===== src/rtl/uart_ctrl_pkg.sv =====
// Shared encodings for the UART memory-access controller: frame opcodes,
// FSM states, default reply bytes and memory response field widths.
package uart_ctrl_pkg;

  localparam int unsigned RSP_W  = 42;
  localparam int unsigned ADDR_W = 9;
  localparam int unsigned DATA_W = 32;
  localparam int unsigned SER_W  = 48;

  localparam logic [7:0] DEF_ACK_BYTE = 8'hA5;
  localparam logic [7:0] DEF_ERR_BYTE = 8'hEE;

  typedef enum logic [1:0] {
    OP_HALT  = 2'b00,
    OP_RUN   = 2'b01,
    OP_WRITE = 2'b10,
    OP_READ  = 2'b11
  } op_e;

  typedef enum logic [3:0] {
    ST_IDLE,
    ST_ADDR,
    ST_DATA,
    ST_PAUSE,
    ST_ISSUE,
    ST_WAIT_RSP,
    ST_TX_RSP,
    ST_TX_ACK,
    ST_TX_ERR
  } state_e;

  function automatic logic is_tx_state(input state_e s);
    return (s == ST_TX_RSP) || (s == ST_TX_ACK) || (s == ST_TX_ERR);
  endfunction

endpackage


===== src/rtl/uart_rsp_serializer.sv =====
// Byte serializer: loads up to 48 bits plus a byte count and emits them MSB
// first over a valid/ready handshake; done pulses as the last byte is taken.
module uart_rsp_serializer
  import uart_ctrl_pkg::*;
(
  input  logic             clk,
  input  logic             rst_n,
  input  logic             load,
  input  logic [SER_W-1:0] load_word,
  input  logic [2:0]       load_cnt,
  output logic [7:0]       tx_data,
  output logic             tx_valid,
  input  logic             tx_ready,
  output logic             done
);

  logic [SER_W-1:0] word_q, word_d;
  logic [2:0]       cnt_q, cnt_d;
  logic             valid_q, valid_d;
  logic             accept;

  assign accept   = valid_q & tx_ready;
  assign done     = accept & (cnt_q == 3'd1);
  assign tx_data  = word_q[SER_W-1 -: 8];
  assign tx_valid = valid_q;

  always_comb begin
    word_d  = word_q;
    cnt_d   = cnt_q;
    valid_d = valid_q;
    if (load) begin
      word_d  = load_word;
      cnt_d   = load_cnt;
      valid_d = (load_cnt != 3'd0);
    end else if (accept) begin
      word_d = {word_q[SER_W-9:0], 8'h00};
      cnt_d  = cnt_q - 3'd1;
      if (cnt_q == 3'd1) valid_d = 1'b0;
    end
  end

  always_ff @(posedge clk) begin
    if (!rst_n) begin
      word_q  <= '0;
      cnt_q   <= '0;
      valid_q <= 1'b0;
    end else begin
      word_q  <= word_d;
      cnt_q   <= cnt_d;
      valid_q <= valid_d;
    end
  end

endmodule


===== src/rtl/uart_mem_access_ctrl.sv =====
// Host command sequencer: parses UART frames into run/halt, memory write and
// memory read, pauses the CPU around each access and returns the reply bytes.
module uart_mem_access_ctrl
  import uart_ctrl_pkg::*;
#(
  parameter int unsigned RX_TIMEOUT  = 65535,
  parameter int unsigned RSP_TIMEOUT = 8,
  parameter logic [7:0]  ACK_BYTE    = DEF_ACK_BYTE,
  parameter logic [7:0]  ERR_BYTE    = DEF_ERR_BYTE
) (
  input  logic              clk,
  input  logic              rst_n,
  input  logic [7:0]        rx_data,
  input  logic              rx_valid,
  output logic [7:0]        tx_data,
  output logic              tx_valid,
  input  logic              tx_ready,
  output logic              enable,
  output logic              write_mem_req,
  output logic              target_mem_type,
  output logic [ADDR_W-1:0] target_addr,
  output logic              rw_flag,
  output logic [DATA_W-1:0] uart_rx_data_out,
  input  logic              instr_mem_tx_data_ready,
  input  logic [RSP_W-1:0]  instr_mem_tx_data,
  input  logic              data_mem_tx_data_ready,
  input  logic [RSP_W-1:0]  data_mem_tx_data,
  output logic              busy
);

  state_e            state_q, state_d;
  logic              run_flag_q, run_flag_d;
  logic              enable_q;
  logic              wr_req_q;
  logic              mem_type_q, mem_type_d;
  logic [ADDR_W-1:0] addr_q, addr_d;
  logic              rw_q, rw_d;
  logic [DATA_W-1:0] wdata_q, wdata_d;
  logic [1:0]        byte_cnt_q, byte_cnt_d;
  logic [31:0]       tmr_q, tmr_d;

  op_e               hdr_op;
  logic              sel_ready;
  logic [RSP_W-1:0]  sel_word;
  logic              ser_load;
  logic [SER_W-1:0]  ser_word;
  logic [2:0]        ser_cnt;
  logic              ser_done;

  assign hdr_op    = op_e'(rx_data[7:6]);
  assign sel_ready = mem_type_q ? instr_mem_tx_data_ready : data_mem_tx_data_ready;
  assign sel_word  = mem_type_q ? instr_mem_tx_data : data_mem_tx_data;

  // State and datapath registers
  always_ff @(posedge clk) begin
    if (!rst_n) begin
      state_q    <= ST_IDLE;
      run_flag_q <= 1'b0;
      enable_q   <= 1'b0;
      wr_req_q   <= 1'b0;
      mem_type_q <= 1'b0;
      addr_q     <= '0;
      rw_q       <= 1'b0;
      wdata_q    <= '0;
      byte_cnt_q <= '0;
      tmr_q      <= '0;
    end else begin
      state_q    <= state_d;
      run_flag_q <= run_flag_d;
      // Built from next-state values so enable tracks the state it describes.
      enable_q   <= run_flag_d & (state_d == ST_IDLE);
      wr_req_q   <= (state_d == ST_ISSUE);
      mem_type_q <= mem_type_d;
      addr_q     <= addr_d;
      rw_q       <= rw_d;
      wdata_q    <= wdata_d;
      byte_cnt_q <= byte_cnt_d;
      tmr_q      <= tmr_d;
    end
  end

  // Next-state logic
  always_comb begin
    state_d    = state_q;
    run_flag_d = run_flag_q;
    mem_type_d = mem_type_q;
    addr_d     = addr_q;
    rw_d       = rw_q;
    wdata_d    = wdata_q;
    byte_cnt_d = byte_cnt_q;
    tmr_d      = tmr_q + 32'd1;
    unique case (state_q)
      ST_IDLE: begin
        tmr_d = '0;
        if (rx_valid) begin
          if (rx_data[4:1] != 4'd0) begin
            state_d = ST_TX_ERR;
          end else if (hdr_op == OP_HALT || hdr_op == OP_RUN) begin
            run_flag_d = rx_data[6];
            state_d    = ST_TX_ACK;
          end else begin
            mem_type_d = rx_data[5];
            addr_d[8]  = rx_data[0];
            rw_d       = (hdr_op == OP_WRITE);
            state_d    = ST_ADDR;
          end
        end
      end
      ST_ADDR: begin
        if (rx_valid) begin
          addr_d[7:0] = rx_data;
          tmr_d       = '0;
          byte_cnt_d  = '0;
          state_d     = rw_q ? ST_DATA : ST_PAUSE;
        end else if (tmr_q == RX_TIMEOUT - 1) begin
          state_d = ST_IDLE;
        end
      end
      ST_DATA: begin
        if (rx_valid) begin
          wdata_d    = {wdata_q[DATA_W-9:0], rx_data};
          tmr_d      = '0;
          byte_cnt_d = byte_cnt_q + 2'd1;
          if (byte_cnt_q == 2'd3) state_d = ST_PAUSE;
        end else if (tmr_q == RX_TIMEOUT - 1) begin
          state_d = ST_IDLE;
        end
      end
      ST_PAUSE: state_d = ST_ISSUE;
      ST_ISSUE: begin
        tmr_d   = '0;
        state_d = rw_q ? ST_TX_ACK : ST_WAIT_RSP;
      end
      ST_WAIT_RSP: begin
        if (sel_ready)                      state_d = ST_TX_RSP;
        else if (tmr_q == RSP_TIMEOUT - 1)  state_d = ST_TX_ERR;
      end
      ST_TX_RSP, ST_TX_ACK, ST_TX_ERR: begin
        if (ser_done) state_d = ST_IDLE;
      end
      default: state_d = ST_IDLE;
    endcase
  end

  // Output logic: the serializer is loaded on entry to any TX state; the
  // response word is taken straight from the selected memory that same cycle.
  always_comb begin
    ser_load = is_tx_state(state_d) && !is_tx_state(state_q);
    ser_word = {ACK_BYTE, {(SER_W-8){1'b0}}};
    ser_cnt  = 3'd1;
    if (state_d == ST_TX_RSP) begin
      ser_word = {{(SER_W-RSP_W){1'b0}}, sel_word};
      ser_cnt  = 3'd6;
    end else if (state_d == ST_TX_ERR) begin
      ser_word = {ERR_BYTE, {(SER_W-8){1'b0}}};
    end
  end

  uart_rsp_serializer u_ser (
    .clk      (clk),
    .rst_n    (rst_n),
    .load     (ser_load),
    .load_word(ser_word),
    .load_cnt (ser_cnt),
    .tx_data  (tx_data),
    .tx_valid (tx_valid),
    .tx_ready (tx_ready),
    .done     (ser_done)
  );

  assign enable           = enable_q;
  assign write_mem_req    = wr_req_q;
  assign target_mem_type  = mem_type_q;
  assign target_addr      = addr_q;
  assign rw_flag          = rw_q;
  assign uart_rx_data_out = wdata_q;
  assign busy             = (state_q != ST_IDLE);

endmodule


===== config.mk =====
export PLATFORM = sky130hd
export DESIGN_NAME = uart_mem_access_ctrl
export DESIGN_NICKNAME = d
export VERILOG_FILES = /design/src/rtl/uart_ctrl_pkg.sv /design/src/rtl/uart_rsp_serializer.sv /design/src/rtl/uart_mem_access_ctrl.sv
export SDC_FILE = /design/constraint.sdc
export NUM_CORES = 1
export LEC_CHECK = 0
export BUFFER_PORTS_ARGS = -buffer_cell sky130_fd_sc_hd__buf_4
export CAP_MARGIN = 20
export CORE_MARGIN = 5
export CORE_UTILIZATION = 55
export DETAILED_ROUTE_END_ITERATION = 10
export MAX_ROUTING_LAYER = met4
export PLACE_DENSITY = 0.77
export SYNTH_ARGS = -nofsm -noshare
export SYNTH_HDL_FRONTEND = slang
export SYNTH_HIERARCHICAL = 1
export SYNTH_SLANG_ARGS = --single-unit

===== constraint.sdc =====
create_clock -name clk -period 3.5 [get_ports clk]
set_input_delay 0.35 -clock clk [delete_from_list [all_inputs] [get_ports clk]]
set_output_delay 0.35 -clock clk [all_outputs]
set_load 0.05 [all_outputs]

==> run summary <==
initial DRC count: 481
largest net degree at the start of global routing: 58
DP Worst Slack: 0.521 ns
Synth Register Bits: 136
Max-Cap Viols: 0
final setup margin: 0.517 ns
Resized cells post-CTS: 0
syn_nets: 885
unrepaired setup endpoints after global routing: no
total power: 4170 uW
DR WL/cell: 15.6 microns
Synth cell types: 58
yosys warns: 6
Worst-Margin Slew: 1.00 ns
clk slew on worst S/H paths: 0.05 ns
gr ovfl total: 0
first-pass GRT wire length: 27300 microns
Slew headroom: 33.1%
share of post-route cells with drive strength above 1: 26.8%
pins over their slew limit: 0
status: completed
clock latency at the later pin of the worst-skew pair: 0.42 ns
routability cong.: 0.810
GRT Overall Usage: 23.5%
Final Hold Viols: 0
Die Ht: 122 microns
Async SR Flop Fraction: 0%
Setup-failing EPs final: 0
Antenna diodes: 0
vias in the first global route: 5803
post-layout min period: 2.98 ns
Worst Hold Path EP: uart_rx_data_out[3]
via count: 5908
most used flip-flop cell after synthesis: dfxtp_1
maximum clock path buffer count: 2
synth-to-layout area growth: 24.1%
Crit Path Max Fanout: 32
Num Clock Sinks: 136
Final nets: 1007
Worst Setup Start Kind: flop
Mapped Cells: 782
cts bufs inserted: 17
commonest non-fill, non-tap cells in the layout: buf_4, dfxtp_1, nand2_1
setup_tns: 0 ns
TritonCTS clock tree: built
syn avg cell area: 8.81 sq um
number of synthesized flops with an enable pin: 0
synthesized cell area: 6890 sq um
post-synthesis sequential area ratio: 39.5%
DRC Markers: 0
reg-to-reg setup timing slack: 0.52 ns
Die X: 122 microns
min-delay src: rx_data[3]
Final period util: 85.2%
vias per cell: 5.45
core area: 12200 sq um
R2R Path End: u_ser/word_q[32]
Setup Skew: 0.00793 ns
Critical Path Sink Type: flop
Routed Antenna Nets: 0
I/O Buffers: 152
Total Die Area: 14900 sq um
Starting Density: 56.6%
VDD IR max: 0.314 mV
Rows: 40
crit path kind: reg -> reg
initial antenna violation count: 0
root buf cell: clkbuf_16
commonest non-fill, non-tap cell in the layout: buf_4
drt pass-1 iters: 5
Lkg Pwr: 0.00335 uW
HPWL Detailed: 11800 microns
I/O Pins: 153
filler cell count: 973
Arrival @ worst endpoint: 3.28 ns
CTS Hold Bufs: 0
Max Fclk: 335 MHz
PwrDens: 488 nW/um^2
HP Class: in -> reg
WHS Path Cells: 3
R2R depth: 11
CTS H-Tree Depth: 4
Setup Fix Bufs, Post-CTS: 0
worst reg2reg path startpoint: u_ser/cnt_q[1]
required time worst endpoint: 3.80 ns
final WL: 16900 microns
## worst max-delay path, cell delays in order, from the launching register on
cell and delay, ns:
dfxtp_1 0.31, inv_1 0.07, ha_1 0.16, nor3b_1 0.32, nor4bb_1 0.10, a31oi_1 0.21, a21boi_1 0.29, or3_4 0.72
buf_4 0.38, nor2_4 0.05, o21ai_0 0.17, a21oi_1 0.06
## registers in the layout (all words and copies together), names as in the netlist, 2 cells and up
name / flops
u_ser/word_q: 48
tmr_q: 32
uart_rx_data_out: 32
target_addr: 9
state_q: 4
u_ser/cnt_q: 3
byte_cnt_q: 2
## where the power goes
| group | switching, uW | total, uW | internal [uW] |
|---|---|---|---|
| clock network | 642 | 1830 | 1190 |
| registers | 65.1 | 1710 | 1640 |
| logic | 372 | 629 | 257 |
## final cells by class
type                       count  area [sq um]  share of cell area [%]
clock buffer                  24           492                    5.75
clock inverter                 8           118                    1.38
inverter                      12          45.0                   0.527
multi-input combinational    573          3720                    43.5
sequential                   136          2720                    31.9
tap                          168           210                    2.46
timing repair buffer         164          1240                    14.5
## per-stage QoR
step / hold slack, ns / instances / cell area (sq um) / utilization [%]
2_1_floorplan: 0.449 / 782 / 6890 / -
3_3_place_gp: 0.445 / 1053 / 7940 / 65.3
3_5_place_dp: 0.453 / 1053 / 7940 / 65.3
4_1_cts: 0.187 / 1085 / 8550 / 70.3
5_1_grt: 0.192 / 1085 / 8550 / 70.3
6_report: 0.203 / 1085 / 8550 / 70.3
## kinds of logic (layout without fill, tap and decap cells)
| family | count (synthesis) | in the layout | share of synthesized area, % |
|---|---|---|---|
| muxes | 87 | 87 | 12.7 |
| adders and majority gates | 5 | 5 | 0.908 |
| AOI/OAI and AO/OA | 169 | 169 | 13.4 |
| buffers and inverters | 73 | 208 | 6.58 |
| other | 1 | 1 | 0.0545 |
| and+or+nand+nor | 282 | 282 | 23.2 |
| DFF | 136 | 136 | 39.5 |
| xor gates and xnor gates | 29 | 29 | 3.69 |
## layer usage
layer  share of wire (%)  track usage, %  wire (microns)
met2                  50            39.6            8500
met3                 6.5            5.52            1090
met5                   0               -               0
met4                 2.4            9.17             414
met1                  41            27.1            6920
## cell usage after synthesis, types with 2 or more instances
| library cell | n | share of area [%] |
|---|---|---|
| o211ai_1 | 2 | 0.22 |
| xor2_1 | 12 | 1.5 |
| nor4_1 | 6 | 0.55 |
| nor2_4 | 38 | 6.2 |
| or3_1 | 4 | 0.36 |
| nand4b_1 | 2 | 0.25 |
| nand2_1 | 100 | 5.5 |
| o21ai_1 | 2 | 0.15 |
| ha_1 | 5 | 0.91 |
| a21oi_1 | 93 | 6.8 |
| and2_1 | 6 | 0.55 |
| mux2_2 | 3 | 0.49 |
| nor2_1 | 51 | 2.8 |
| and3_1 | 5 | 0.45 |
| nor3b_1 | 2 | 0.22 |
| o21a_1 | 3 | 0.33 |
| and4_1 | 3 | 0.38 |
| buf_2 | 11 | 0.80 |
| nand4_1 | 7 | 0.64 |
| nor2b_1 | 3 | 0.27 |
| mux2i_1 | 84 | 12 |
| nor3_1 | 6 | 0.44 |
| a21boi_0 | 10 | 1.1 |
| o21ai_0 | 49 | 3.6 |
| inv_1 | 11 | 0.60 |
| buf_4 | 8 | 0.87 |
| buf_12 | 4 | 1.2 |
| xnor2_1 | 17 | 2.2 |
| nor4b_1 | 2 | 0.25 |
| nand2b_1 | 2 | 0.18 |
| dfxtp_1 | 136 | 40 |
| buf_8 | 4 | 0.87 |
| nand3_1 | 35 | 2.5 |
| buf_6 | 2 | 0.33 |
| nor4_2 | 2 | 0.36 |
| clkbuf_1 | 30 | 1.6 |
## how the worst max path moves through the flow
stage | from | to
after detailed placement | tx_ready | u_ser/word_q[38]
after global placement | rx_data[1] | u_ser/word_q[9]
final | u_ser/cnt_q[1] | u_ser/word_q[32]
after global routing | u_ser/cnt_q[1] | u_ser/word_q[9]
after CTS | u_ser/cnt_q[1] | u_ser/word_q[32]
after floorplan | u_ser/tx_valid | u_ser/tx_valid
No activity file was read; power rests on OpenSTA's default activity.
